[config.mk]
export PLATFORM = sky130hd
export DESIGN_NAME = slot_drain
export DESIGN_NICKNAME = d
export VERILOG_FILES = /design/src/rtl/slot_drain.sv
export SDC_FILE = /design/constraint.sdc
export NUM_CORES = 1
export LEC_CHECK = 0
export BUFFER_PORTS_ARGS = -buffer_cell sky130_fd_sc_hd__buf_2
export CAP_MARGIN = 20
export CORE_ASPECT_RATIO = 0.75
export CORE_MARGIN = 2
export CORE_UTILIZATION = 40
export CTS_CLUSTER_DIAMETER = 100
export DETAILED_ROUTE_END_ITERATION = 10
export PLACE_DENSITY = 0.66
export SLEW_MARGIN = 40
export SYNTH_ARGS = -nofsm -noshare
export SYNTH_HDL_FRONTEND = slang
export SYNTH_SLANG_ARGS = --single-unit
[constraint.sdc]
create_clock -name clk -period 5.1 [get_ports clk]
set_clock_uncertainty 0.05 [all_clocks]
set_input_delay 0.51 -clock clk [delete_from_list [all_inputs] [get_ports clk]]
set_output_delay 0.51 -clock clk [all_outputs]
set_load 0.01 [all_outputs]
[src/rtl/slot_drain.sv]
// Slot drain: NSLOT value slots (zero = empty) emptied one at a time through a valid/ready port.
// Define SLOT_DRAIN_RR_EN for round-robin slot selection; the default build uses fixed lowest-index priority.
module slot_drain #(
    parameter int DW    = 8,
    parameter int NSLOT = 3
) (
    input  logic                clk,
    input  logic                rst,
    input  logic [NSLOT-1:0]    slot_wr_en,
    input  logic [NSLOT*DW-1:0] slot_wr_data,
    output logic                out_valid,
    output logic [DW-1:0]       out_data,
    output logic [1:0]          out_slot,
    input  logic                out_ready,
    output logic [NSLOT-1:0]    slot_free,
    output logic                wr_err,
    output logic [15:0]         drain_cnt
);

    localparam logic ST_IDLE    = 1'b0;
    localparam logic ST_PRESENT = 1'b1;

    logic              state;
    logic [DW-1:0]     slots [NSLOT];
    logic [DW-1:0]     wdata [NSLOT];
    logic [NSLOT-1:0]  occ;
    logic [NSLOT-1:0]  wr_nz;
    logic [NSLOT-1:0]  wr_ok;
    logic              wr_hit;
    logic              any_occ;
    logic              handshake;
    logic [1:0]        pick;
`ifdef SLOT_DRAIN_RR_EN
    logic [1:0]        last;
    logic              found;
    int                idx;
`endif

    // Occupancy and write legality are judged on pre-edge slot contents only.
    always_comb begin
        occ   = '0;
        wr_nz = '0;
        wr_ok = '0;
        for (int i = 0; i < NSLOT; i++) begin
            wdata[i] = slot_wr_data[i*DW +: DW];
            occ[i]   = (slots[i] != '0);
            wr_nz[i] = slot_wr_en[i] && (wdata[i] != '0);
            wr_ok[i] = wr_nz[i] && !occ[i];
        end
        wr_hit    = |(wr_nz & occ);
        any_occ   = |occ;
        handshake = (state == ST_PRESENT) && out_ready;
    end

`ifdef SLOT_DRAIN_RR_EN
    // Search starts just past the most recently drained slot and wraps around.
    always_comb begin
        pick  = '0;
        found = 1'b0;
        idx   = 0;
        for (int k = 1; k <= NSLOT; k++) begin
            idx = (int'(last) + k) % NSLOT;
            if (!found && occ[idx]) begin
                pick  = idx[1:0];
                found = 1'b1;
            end
        end
    end
`else
    always_comb begin
        pick = '0;
        for (int i = NSLOT - 1; i >= 0; i--) begin
            if (occ[i]) pick = 2'(i);
        end
    end
`endif

    assign out_valid = (state == ST_PRESENT);

    always_ff @(posedge clk) begin
        if (rst) begin
            for (int i = 0; i < NSLOT; i++) slots[i] <= '0;
            state     <= ST_IDLE;
            out_data  <= '0;
            out_slot  <= '0;
            drain_cnt <= '0;
            wr_err    <= 1'b0;
            slot_free <= '1;
`ifdef SLOT_DRAIN_RR_EN
            last      <= 2'(NSLOT - 1);
`endif
        end else begin
            for (int i = 0; i < NSLOT; i++) begin
                if (wr_ok[i]) slots[i] <= wdata[i];
            end
            wr_err    <= wr_hit;
            slot_free <= ~occ;
            case (state)
                ST_IDLE: begin
                    if (any_occ) begin
                        out_data <= slots[pick];
                        out_slot <= pick;
                        state    <= ST_PRESENT;
                    end
                end
                default: begin
                    // The presented slot is occupied, so no same-edge write can target it.
                    if (handshake) begin
                        slots[out_slot] <= '0;
                        drain_cnt       <= drain_cnt + 16'd1;
                        state           <= ST_IDLE;
`ifdef SLOT_DRAIN_RR_EN
                        last            <= out_slot;
`endif
                    end
                end
            endcase
        end
    end

endmodule

==> out/results.ini <==
[critical_path]
cp.required_ps = 5240
critPathLaunchType = register
crit_arrival_ps = 2250
endpoint_kind = register
critPathMaxFanout = 17
worst-setup-path-type = reg2reg

[yosys]
yosys_warnings = 0
syn_nets = 288
synth-async-reset-ratio = 0
yosysTopAreaCellShare = 0.470
syn_area_per_cell_um2 = 9.11
synth_edf_count = 0
synth_cell_types = 42
synth.area.top_cells = dfxtp_1, nor2_1, a221oi_2, a31oi_1, nor4_1
synth_area_mm2 = 0.00234
yosysTopAreaCell = dfxtp_1
synth_cells = 257
synthFlopType = dfxtp_1
ys_seq_elements = 55
ys_seq_area_frac = 0.470

[clock_network]
path_clk_slew_ps = 100
cts_buffers = 5
cts_sinks = 55
clock_latency_ps = 300
post_cts_resized = 0
hold_buffers = 0
cts_setup_buffers = 0
cts-htree-levels = 2
cts_root_buffer = clkbuf_8
clockBufferDepth = 2
cts_tree = yes

[pwr]
p_int_w = 0.000816
switching_share = 0.382
seqPwrFrac = 0.449
comb_power_share = 0.378
p_per_area_mw_per_mm2 = 481
leakagePower_nw = 1.06
clkPwrFrac = 0.173
ir_drop_mv = 0.238
p_switching_w = 0.000505

[min_path]
hp-class = in2reg

[floorplan]
pin_count = 61
start_util = 0.408
fp-row-count = 24
die_y_um = 70.3
core_mm2 = 0.00574
dieArea_mm2 = 0.00649
die_w_um = 92.4

[placement]
gp_congestion = 0.837
place_area_mm2 = 0.00267
hpwlAfterDp_mm = 4.08
port_buffers = 60

[timing]
setup_viol = 0
fin_crit_ps = 2110
holdWs_ps = 397
rsz0062_at_grt = false
period_share = 0.413
tightest_slew_ps = 657
fmax_mhz = 474
report.final.hold_viol_count = 0
slew_headroom = 0.558
finalSetupTns_ps = 0
slew_violations = 0

[global_routing]
grt_pass1_wl_mm = 8.76
grt_max_degree = 32
grt_pass1_vias = 1838
grt_overflow = 0
antenna_found_initial = 0
grt_usage = 0.169

[run_status]
status = finished clean

[route]
routedWlPerCell_um = 13.8
drc_errors = 0
firstDrtPassIters = 4
wirelength_mm = 5.38
final_antenna_net_count = 0
vias_per_cell = 5.24
num_vias = 2044
drtIter0Drc = 94

[run]
drv_cap = 0

[final_layout]
final_common_cell = buf_2
n_antenna_cell = 0
drive_gt1_frac = 0.279
fin_area_mm2 = 0.00275
flow.area_growth_from_synthesis_pct = 17.3
final_cell_mix = buf_2, dfxtp_1, nor2_1, a31oi_1
nets = 342

-- layout make-up --
type / count / area [µm²]
repair buffers: 60 / 300
clock inverters: 1 / 5.00
multi-input cells: 175 / 1110
clock buffers: 7 / 76.3
flip-flops and latches: 55 / 1100
inverters: 14 / 52.6
fillers: 568 / 2990
well taps: 78 / 97.6
-- power by group through the flow --
stage | sequential [W] | clock [W] | combinational (W)
after floorplan | 0.000601 | 0 | 0.000392
after global placement | 0.000599 | 0 | 0.000494
after detailed placement | 0.000600 | 0 | 0.000500
after CTS | 0.000591 | 0.000236 | 0.000503
after global routing | 0.000603 | 0.000252 | 0.000559
final | 0.000593 | 0.000228 | 0.000500
-- metal layers --
| metal | share of wire | vias to the layer above | global-route usage |
|---|---|---|---|
| li1 | - | 1043 | - |
| met1 | 0.52 | 944 | 0.257 |
| met2 | 0.41 | 53 | 0.243 |
| met3 | 0.062 | 4 | 0.0378 |
| met4 | 0.0071 | 0 | 0.0398 |
| met5 | 0 | - | 0 |
-- critical path: stages (launching register included) --
cell	delay, ps
dfxtp_1	660
nand2_1	350
nor4_2	520
nand3_1	140
mux2_2	280
-- cell usage after synthesis (3+ instances only) --
library cell and n:
nand2_1 11, a21oi_1 14, inv_1 14, a211oi_1 7
dfxtp_1 55, nand3_1 6, nand2b_1 3, clkbuf_1 6
nor3_1 5, nor4_1 13, and2_1 3, a221oi_2 8
a31oi_1 17, o21ai_1 9, nand4_1 4, nor2_1 39
xnor2_1 9, or2_2 3
-- final timing paths --
kind,start,to,slack (ps),cells after the start
hold / removal,slot_wr_data[9],slots[1][1],400,3
hold reg to reg,out_data[6],out_data[6],420,2
setup reg to reg,out_valid,drain_cnt[13],2990,4
setup / recovery,out_valid,drain_cnt[13],2990,4
-- metrics by stage --
stage / instances / setup WS [ps] / total power (W) / util
floorplan: 257 / 3390 / 0.000993 / -
global placement: 382 / 3030 / 0.00109 / 0.464
detailed placement: 382 / 3020 / 0.00110 / 0.465
CTS: 390 / 2980 / 0.00133 / 0.479
global route: 390 / 2800 / 0.00141 / 0.479
finish: 390 / 2990 / 0.00132 / 0.479
-- logic make-up after synthesis --
group,synth area share
xor gates and xnor gates,0.0411
AOI/OAI and AO/OA,0.215
muxes,0.00481
adders and majority gates,0.00534
and+or+nand+nor,0.208
buffers and inverters,0.0561
DFF,0.470
-- registers in the layout, indices dropped and copies added (netlist names) --
name	cells
out_valid	1
out_slot	2
wr_err	1
slots	24
drain_cnt	16
out_data	8
slot_free	3
Power figures use the tool's default switching activity.
